==> config.mk <==
export PLATFORM = sky130hd
export DESIGN_NAME = uart_tx_fifo
export DESIGN_NICKNAME = d
export VERILOG_FILES = /design/src/rtl/uart_tx_fifo.sv
export SDC_FILE = /design/constraint.sdc
export NUM_CORES = 1
export LEC_CHECK = 0
export BUFFER_PORTS_ARGS = -buffer_cell sky130_fd_sc_hd__buf_4
export CAP_MARGIN = 20
export CORE_ASPECT_RATIO = 1.1
export CORE_MARGIN = 2
export CORE_UTILIZATION = 53
export CTS_CLUSTER_SIZE = 10
export DETAILED_ROUTE_END_ITERATION = 7
export MAX_ROUTING_LAYER = met4
export PLACE_DENSITY_LB_ADDON = 0.1
export SLEW_MARGIN = 20
export SYNTH_ARGS = -nofsm -noshare
export SYNTH_HDL_FRONTEND = slang
export SYNTH_SLANG_ARGS = --single-unit
==> constraint.sdc <==
create_clock -name clk -period 5.2 [get_ports clk]
set_input_delay 0 -clock clk [delete_from_list [all_inputs] [get_ports clk]]
set_output_delay 0 -clock clk [all_outputs]
set_load 0.05 [all_outputs]
==> src/rtl/uart_tx_fifo.sv <==
// uart_tx_fifo: UART transmitter fed by a small synchronous FIFO.
// Frame = start bit, DATA_BITS data bits (LSB first), optional parity bit,
// STOP_BITS stop bits; each bit is held for CLKS_PER_BIT clk cycles.
// Optional feature macro: UART_TX_PARITY_EN adds a parity bit after the data
// bits (even parity when par_odd=0, odd parity when par_odd=1).
// Reset is synchronous and active-low.
module uart_tx_fifo #(
  parameter int DATA_BITS    = 8,
  parameter int CLKS_PER_BIT = 434,
  parameter int STOP_BITS    = 1,
  parameter int FIFO_DEPTH   = 4
) (
  input  logic                        clk,
  input  logic                        rst_n,
  input  logic [DATA_BITS-1:0]        in_data,
  input  logic                        in_valid,
  output logic                        in_ready,
  input  logic                        par_odd,
  output logic                        tx,
  output logic                        busy,
  output logic                        done,
  output logic [$clog2(FIFO_DEPTH):0] fifo_level
);

  localparam int PTR_W  = $clog2(FIFO_DEPTH);
  localparam int LVL_W  = PTR_W + 1;
  localparam int BAUD_W = $clog2(CLKS_PER_BIT);
  localparam int BIT_W  = $clog2(DATA_BITS);

  typedef enum logic [2:0] {
    IDLE,
    START,
    DATA,
`ifdef UART_TX_PARITY_EN
    PARITY,
`endif
    STOP
  } state_t;

  // ---------------------------------------------------------------------------
  // Transmit FIFO
  // ---------------------------------------------------------------------------
  logic [DATA_BITS-1:0] mem [FIFO_DEPTH];
  logic [PTR_W-1:0]     wr_ptr;
  logic [PTR_W-1:0]     rd_ptr;
  logic [DATA_BITS-1:0] head;
  logic                 push;
  logic                 pop;

  // Fullness alone decides acceptance; a pop on the same edge does not help.
  assign in_ready = (fifo_level != LVL_W'(FIFO_DEPTH));
  assign push     = in_valid && in_ready && rst_n;
  assign head     = mem[rd_ptr];

  // Storage array write port.
  // NOTE: the data array has no reset; pointers and level define validity,
  // so clearing the storage itself would only cost reset fan-out.
  always_ff @(posedge clk) begin
    if (push) begin
      mem[wr_ptr] <= in_data;
    end
  end

  // Pointers and occupancy; pointers wrap naturally because depth is 2^n.
  // NOTE: sequential state uses non-blocking assignments so every register
  // samples the pre-edge values, independent of statement order.
  always_ff @(posedge clk) begin
    if (!rst_n) begin
      wr_ptr     <= '0;
      rd_ptr     <= '0;
      fifo_level <= '0;
    end else begin
      if (push) wr_ptr <= wr_ptr + PTR_W'(1);
      if (pop)  rd_ptr <= rd_ptr + PTR_W'(1);
      case ({push, pop})
        2'b10:   fifo_level <= fifo_level + LVL_W'(1);
        2'b01:   fifo_level <= fifo_level - LVL_W'(1);
        default: fifo_level <= fifo_level;
      endcase
    end
  end

  // ---------------------------------------------------------------------------
  // Transmit FSM
  // ---------------------------------------------------------------------------
  state_t               state,    state_n;
  logic [BAUD_W-1:0]    baud_cnt, baud_n;
  logic [BIT_W-1:0]     bit_cnt,  bit_n;
  logic [DATA_BITS-1:0] shift,    shift_n;
  logic                 tx_q,     tx_n;
  logic                 done_q,   done_n;
  logic                 bit_end;
  logic                 next_frame;

`ifdef UART_TX_PARITY_EN
  logic                 par_bit,  par_n;
`else
  logic                 unused_par_odd;
  assign unused_par_odd = par_odd;
`endif

  assign bit_end = (baud_cnt == BAUD_W'(CLKS_PER_BIT - 1));
  assign tx      = tx_q;
  assign done    = done_q;
  assign busy    = (state != IDLE);

  // State register and registered serial outputs.
  always_ff @(posedge clk) begin
    if (!rst_n) begin
      state    <= IDLE;
      baud_cnt <= '0;
      bit_cnt  <= '0;
      shift    <= '0;
      tx_q     <= 1'b1;
      done_q   <= 1'b0;
`ifdef UART_TX_PARITY_EN
      par_bit  <= 1'b0;
`endif
    end else begin
      state    <= state_n;
      baud_cnt <= baud_n;
      bit_cnt  <= bit_n;
      shift    <= shift_n;
      tx_q     <= tx_n;
      done_q   <= done_n;
`ifdef UART_TX_PARITY_EN
      par_bit  <= par_n;
`endif
    end
  end

  // Next-state, next-output and FIFO pop decision.
  // NOTE: every signal gets a default at the top of the block so no path can
  // leave one unassigned and infer a latch.
  always_comb begin
    state_n    = state;
    baud_n     = baud_cnt + BAUD_W'(1);
    bit_n      = bit_cnt;
    shift_n    = shift;
    tx_n       = tx_q;
    done_n     = 1'b0;
    pop        = 1'b0;
    next_frame = 1'b0;
`ifdef UART_TX_PARITY_EN
    par_n      = par_bit;
`endif

    case (state)
      IDLE: begin
        baud_n     = '0;
        bit_n      = '0;
        tx_n       = 1'b1;
        next_frame = 1'b1;
      end
      START: begin
        if (bit_end) begin
          baud_n  = '0;
          bit_n   = '0;
          tx_n    = shift[0];
          state_n = DATA;
        end
      end
      DATA: begin
        if (bit_end) begin
          baud_n  = '0;
          shift_n = shift >> 1;
          if (bit_cnt == BIT_W'(DATA_BITS - 1)) begin
            bit_n   = '0;
`ifdef UART_TX_PARITY_EN
            tx_n    = par_bit;
            state_n = PARITY;
`else
            tx_n    = 1'b1;
            state_n = STOP;
`endif
          end else begin
            bit_n = bit_cnt + BIT_W'(1);
            tx_n  = shift[1];
          end
        end
      end
`ifdef UART_TX_PARITY_EN
      PARITY: begin
        if (bit_end) begin
          baud_n  = '0;
          bit_n   = '0;
          tx_n    = 1'b1;
          state_n = STOP;
        end
      end
`endif
      STOP: begin
        if (bit_end) begin
          baud_n = '0;
          if (bit_cnt == BIT_W'(STOP_BITS - 1)) begin
            done_n     = 1'b1;
            bit_n      = '0;
            tx_n       = 1'b1;
            state_n    = IDLE;
            next_frame = 1'b1;
          end else begin
            bit_n = bit_cnt + BIT_W'(1);
          end
        end
      end
      default: begin
        state_n = IDLE;
        tx_n    = 1'b1;
      end
    endcase

    // Launch the next frame straight from IDLE or from the final stop edge,
    // so queued words leave with no idle gap between frames.
    if (next_frame && (fifo_level != '0)) begin
      pop     = 1'b1;
      shift_n = head;
      tx_n    = 1'b0;
      baud_n  = '0;
      bit_n   = '0;
      state_n = START;
`ifdef UART_TX_PARITY_EN
      par_n   = (^head) ^ par_odd;
`endif
    end
  end

endmodule

==> results of run 1 <==
[through the flow]
step	setup slack [ns]	area, um^2
after floorplan	2.42	2880
after global placement	2.07	3060
after detailed placement	2.03	3060
after CTS	2.02	3370
after global routing	1.80	3370
final	2.04	3370
[sequential cells by signal (all words and copies together), names as in the netlist, named ones only]
signal and cells:
fifo_level 3, tx 1, rd_ptr 2, wr_ptr 2, mem 32, done 1, state 2, baud_cnt 9
shift 8, bit_cnt 3
[critical path, cell delays in order, from the launching register on]
cell	delay (ns)
dfxtp_1	0.37
ha_1	0.16
and4b_1	0.37
a41oi_2	0.39
or2_1	0.49
inv_1	0.11
ha_1	0.17
inv_1	0.06
fa_1	0.37
xor2_1	0.16
or3_1	0.31
a21oi_1	0.13
[path summary, 6_finish.rpt]
path,start,to,slack (ns),cells past startpoint
setup / recovery,baud_cnt[0],fifo_level[2],2.04,11
hold / removal,in_data[5],mem[2][5],0.41,2
hold reg to reg,baud_cnt[0],baud_cnt[0],0.46,1
setup reg to reg,baud_cnt[0],fifo_level[2],2.04,11
[power groups by stage]
stage / logic, W / registers, W / clock network, W
final: 0.000436 / 0.000654 / 0.000452
after global routing: 0.000486 / 0.000663 / 0.000484
after CTS: 0.000440 / 0.000655 / 0.000460
after detailed placement: 0.000433 / 0.000666 / 0
after global placement: 0.000428 / 0.000663 / 0
after floorplan: 0.000323 / 0.000678 / 0
[metal layers]
metal / share of wire / GRT usage / wire [um] / up-vias
met2: 0.48 / 0.298 / 2330 / 29
met5: 0 / - / 0 / -
met3: 0.028 / 0.0385 / 133 / 12
met1: 0.46 / 0.225 / 2220 / 881
met4: 0.027 / 0.114 / 131 / 0
li1: - / - / - / 918
[area by class of cell]
cell class | instances | area share
Timing Repair Buffer | 27 | 0.0676
Tap cell | 75 | 0.0278
Inverter | 19 | 0.0212
Multi-Input combinational cell | 145 | 0.340
Sequential cell | 65 | 0.481
Clock buffer | 10 | 0.0379
Clock inverter | 6 | 0.0245
[cells by family (layout without fill, tap and decap cells)]
kind of cell             after synthesis  count (layout)  synth area share
XOR/XNOR                               9               9            0.0274
AO/OA/AOI/OAI                         45              45             0.102
flip-flops                            65              65             0.563
adder cells (fa/ha/maj)               15              15            0.0677
multiplexers                          15              15            0.0868
buffers and inverters                 28              62            0.0395
AND/OR/NAND/NOR                       61              61             0.114
[layout by cell type (no fill, tap or decap), types with 9 or more instances in the layout]
cell type and n:
dfxtp_1 33, o31ai_1 10, a21oi_1 21, nor2_1 17
ha_1 14, clkbuf_8 9, buf_4 17, edfxtp_1 32
nand2_1 10, inv_1 19, dlygate4sd3_1 10
==> metrics, run 1 <==
GP Congestion 0.748; Die Area 6040 um^2; yosys warns 0; status finished, final reports clean; footprint of the multi-input gates 1150 um^2; Clock Skews 0.00774 ns; CTS tree built; largest net degree at the start of global routing 16; syn nets 265; WP data arrival around 3.4 ns; clk sink count 65; area leader, netlist edfxtp_1; Hold WS 0.408 ns; setup TNS 0 ns; part of the Yosys area used for sequential elements 0.563; Post-DRT Antenna Nets 0; CTS buffer count 9; Fin. Hold Viols 0; Max-slew headroom 0.465; clk buf depth 2; Worst setup SP type flip-flop; layout cells sized above 1 0.158; Clk pin slew, worst setup/hold paths roughly 0.070 ns; total power divided by cell area 457 nW/um^2; postcts setup bufs 0; global-route wire length before repair 8220 um; CTS resizes 0; P&R area growth vs syn 17.0%; Die Wd ~74 um; number of synthesized flops with an enable pin 32; initial antenna violation count 0; Post-synth top cells dfxtp_1 (33), edfxtp_1 (32), a21oi_1 (21); Internal Power 0.00105 W; Detailed Place HPWL 3290 um; Logic pwr share 0.283; Final Net Count 294; Chip Height 81.3 um; I/O pins 19; WL final 4820 um; FILL cells roughly 430; top post-synthesis cells by area edfxtp_1 (33%), dfxtp_1 (23%), mux4_2 (6.3%); initial core utilization 0.541; Clock power frac 0.293; hold_buf cts 10; CORE AREA 5330 um^2; final core utilization 0.633; top-count cell post-synth dfxtp_1; CTS root buf clkbuf_8; fin crit period 3.16 ns; count of different cell masters after synthesis 46; vias 1840; Least-Margin Pin Slew between 0.8 and 0.9 ns; Remaining Overflow, GRT 0; WL/cell 13.9 um; Yosys top cell area share 0.333; period utilization 0.608; DR pass1 iterations 4; synthesized cell area 2880 um^2; H-tree Lvls 3; worst hold path type input port to flip-flop; ant diodes 0; sw power 0.000496 W; Storage cell area 1620 um^2; crit-path max FO 15; P_leak 1.27 nW; FP Rows 28; Post-Syn Instances 238; clk_lat worst skew ~0.33 ns; number of synthesized register bits 65; DRC viols 0; 1st-iter DRT viols 69; maximum capacitance violations 0; sequential power share 0.424; RSZ-0062 raised after global routing false; worst path required time 5.47 ns; Worst Path Class, Setup flip-flop to flip-flop; count of final max-slew check failures 0; placed insts 321; crit end category flip-flop; Total Routing Usage GR 0.190; final std cells w/o fill between 300 and 400; Final Total Pwr 0.00154 W; Sw Share 0.322; Avg Cell Area, Syn 12.1 um^2; Port Buf Inserts 17; vias in the first global route roughly 1800; Peak supply drop 330 uV; fmax 316 MHz; Setup Viol. Count Final 0; vias per inst 5.30; post-synthesis async set-or-reset flop share 0; Synth Flop Type dfxtp_1
No activity file was read; power rests on OpenSTA's default activity.
==> inputs of run 2 (changes only) <==
Settings changed: ABC_AREA set to 1.
Clock period 5.2 ns to 3.2 ns, I/O delays scaled along.
==> run 2 against run 1 <==
- sequential share of layout area fell by 1.2 points
- synthesized area rose by 4.3%
- hold slack got worse by 0.012 ns
- core utilization rose by 0.34 points
- clock power rose by 49%
==> metrics, run 2 <==
status finished, final reports clean (unchanged); H-tree Lvls 3 (unchanged); area post-placement 3160 um^2 (was 3060 um^2); count of final max-slew check failures 0 (unchanged); period utilization 0.820 (was 0.608); hold_sp in_data[2] (was in_data[5]); fmax 381 MHz (was 316 MHz); Clk pin slew, worst setup/hold paths 0.07 ns (about the same); number of synthesized register bits 65 (unchanged); number of synthesized flops with an enable pin 32 (unchanged); FILL cells 460 (was 432); P&R area growth vs syn 15.0% (was 17.0%); clk_lat worst skew 0.34 ns (was 0.33 ns); DRC viols 0 (unchanged); Largest register FFs 32 (unchanged); Total Routing Usage GR 0.192 (was 0.190); crit-path max FO 21 (was 15); worst path required time 3.43 ns (was 5.47 ns); I/O pins 19 (unchanged); WP data arrival 2.86 ns (was 3.43 ns); RSZ-0062 raised after global routing false (unchanged); synthesized cell area 3000 um^2 (was 2880 um^2); maximum capacitance violations 0 (unchanged); Setup Viol. Count Final 0 (unchanged); syn nets 355 (was 265); Min-Delay Path Depth 2 (unchanged); most frequent cells in the layout nand2_1 (71), nand3_1 (38), dfxtp_1 (33), edfxtp_1 (32), inv_1 (30) (was dfxtp_1 (33), edfxtp_1 (32), a21oi_1 (21), inv_1 (19)); Post-synth top cells nand2_1 (71), nand3_1 (38), dfxtp_1 (33) (was dfxtp_1 (33), edfxtp_1 (32), a21oi_1 (21)); Synth Flop Type dfxtp_1 (unchanged); vias in the first global route 2071 (was 1819); Avg Cell Area, Syn 9.16 um^2 (was 12.1 um^2); Peak supply drop 372 uV (was 330 uV); GP Congestion 0.824 (was 0.748); reg2reg start state[0] (was baud_cnt[0]); total power divided by cell area 796 nW/um^2 (was 457 nW/um^2); clk buf depth 2 (unchanged); Yosys top cell area share 0.320 (was 0.333); Post-DRT Antenna Nets 0 (unchanged); largest registers mem x32, baud_cnt x9, shift x8 (unchanged); commonest non-fill, non-tap cell in the layout nand2_1 (was dfxtp_1); CORE AREA 5430 um^2 (was 5330 um^2); Detailed Place HPWL 3570 um (was 3290 um); global-route wire length before repair 8850 um (was 8220 um); Most flops, register mem (unchanged); 1st-iter DRT viols 96 (was 69); Storage cell area 1620 um^2 (unchanged); vias 2164 (was 1840); CTS resizes 0 (unchanged); Clock Skews 0.00576 ns (was 0.00774 ns); CTS tree built (unchanged); Remaining Overflow, GRT 0 (unchanged); ant diodes 0 (unchanged); Max-slew headroom 0.455 (was 0.465); part of the Yosys area used for sequential elements 0.540 (was 0.563); Die Wd 75.8 um (was 74.3 um); DR pass1 iterations 4 (unchanged); clk sink count 65 (unchanged); Die Area 6290 um^2 (was 6040 um^2); worst hold path type input port to flip-flop (unchanged); crit end category flip-flop (unchanged); WL/cell 12.1 um (was 13.9 um); worst reg2reg path depth 12 (was 11); Post-Syn Instances 328 (was 238); initial core utilization 0.553 (was 0.541); initial antenna violation count 0 (unchanged); design area 3460 um^2 (was 3370 um^2); P_leak 1.35 nW (was 1.27 nW); footprint of the multi-input gates 1200 um^2 (was 1150 um^2); post-synthesis async set-or-reset flop share 0 (unchanged); Final Net Count 382 (was 294); count of different cell masters after synthesis 33 (was 46); final core utilization 0.636 (was 0.633); FP Rows 28 (unchanged); top-count cell post-synth nand2_1 (was dfxtp_1); FF-to-FF setup slack 0.58 ns (was 2.04 ns); largest net degree at the start of global routing 22 (was 16); Worst Path Class, Setup flip-flop to flip-flop (unchanged); CTS buffer count 9 (unchanged); top post-synthesis cells by area edfxtp_1 (32%), dfxtp_1 (22%), nand2_1 (8.9%) (was edfxtp_1 (33%), dfxtp_1 (23%), mux4_2 (6.3%)); WL final 5280 um (was 4820 um); Fin. Hold Viols 0 (unchanged); area leader, netlist edfxtp_1 (unchanged); fin crit period 2.62 ns (was 3.16 ns); pre-CTS setup slack 0.592 ns (was 2.03 ns); CTS root buf clkbuf_8 (unchanged); Port Buf Inserts 17 (unchanged); final setup margin 0.577 ns (was 2.04 ns); layout cells sized above 1 0.117 (was 0.158); yosys warns 0 (unchanged); RR Endpoint fifo_level[2] (unchanged); vias per inst 4.97 (was 5.30); Chip Height 83.0 um (was 81.3 um); Hold Path End mem[1][2] (was mem[2][5]); Worst setup SP type flip-flop (unchanged); Least-Margin Pin Slew 0.815 ns (was 0.800 ns); Hold WS 0.396 ns (was 0.408 ns); setup TNS 0 ns (unchanged)
run 2: cell count changes in the layout (fill, tap and decap cells not counted), moves of 4 or more:
cell     delta
o31ai_1    -10
inv_1      +11
nand3_1    +30
or3_1       -6
o21ai_0     +9
a21oi_1     -5
mux2i_1     -7
nor2_1     +12
xnor2_1     -4
nor3_1      +6
mux4_2      -8
nand2_1    +61
run 2: layout make-up:
type                            instances  area share
Timing Repair Buffer                   27      0.0659
Clock inverter                          7      0.0206
Sequential cell                        65       0.469
Tap cell                               75      0.0272
Clock buffer                            9      0.0358
Multi-Input combinational cell        221       0.346
Inverter                               31      0.0351
run 2: timing repair:
action | in CTS | in global routing
hold buffers | 10 | 0
buffers inserted | 0 | 0
endpoints found under the hold margin | 39 | 0
run 2: cell families (layout without fill, tap and decap cells):
logic type / Yosys count / count (layout) / synth area share
simple gates: 160 / 160 / 0.236
flops: 65 / 65 / 0.540
buf+inv: 42 / 74 / 0.0621
compound gates: 38 / 38 / 0.0737
xor+xnor: 8 / 8 / 0.0233
fa+ha+maj: 15 / 15 / 0.0650
run 2: how the worst max path moves through the flow:
stage | start | end
CTS | state[0] | fifo_level[2]
detailed placement | state[0] | fifo_level[2]
finish | state[0] | fifo_level[2]
global route | state[0] | fifo_level[2]
global placement | state[0] | fifo_level[2]
floorplan | fifo_level[2] | fifo_level[2]
run 2: where the power goes:
| group | internal, W | switching [W] |
|---|---|---|
| clock network | 0.000357 | 0.000318 |
| registers | 0.00100 | 0.0000928 |
| logic | 0.000328 | 0.000656 |
run 2: worst max-delay path, cell delays in order (launching register included):
cell and delay, ns:
dfxtp_1 0.39, inv_1 0.08, ha_1 0.36, a31oi_4 0.32, nand2_4 0.22, clkinv_4 0.10
ha_1 0.13, inv_1 0.06, fa_1 0.37, a21oi_1 0.15, o21ai_0 0.11, o21ai_0 0.16
a21oi_1 0.06
run 2: routing by layer:
metal,wire (um),global-route usage,share of wire
met3,127,0.0376,0.024
met2,2680,0.322,0.51
met4,146,0.0957,0.028
met1,2330,0.209,0.44
met5,0,-,0
run 2: metrics by stage:
stage | std cells | power (W)
finish | 435 | 0.00275
global route | 435 | 0.00295
CTS | 435 | 0.00277
detailed placement | 409 | 0.00209
floorplan | 328 | 0.00191
global placement | 409 | 0.00208
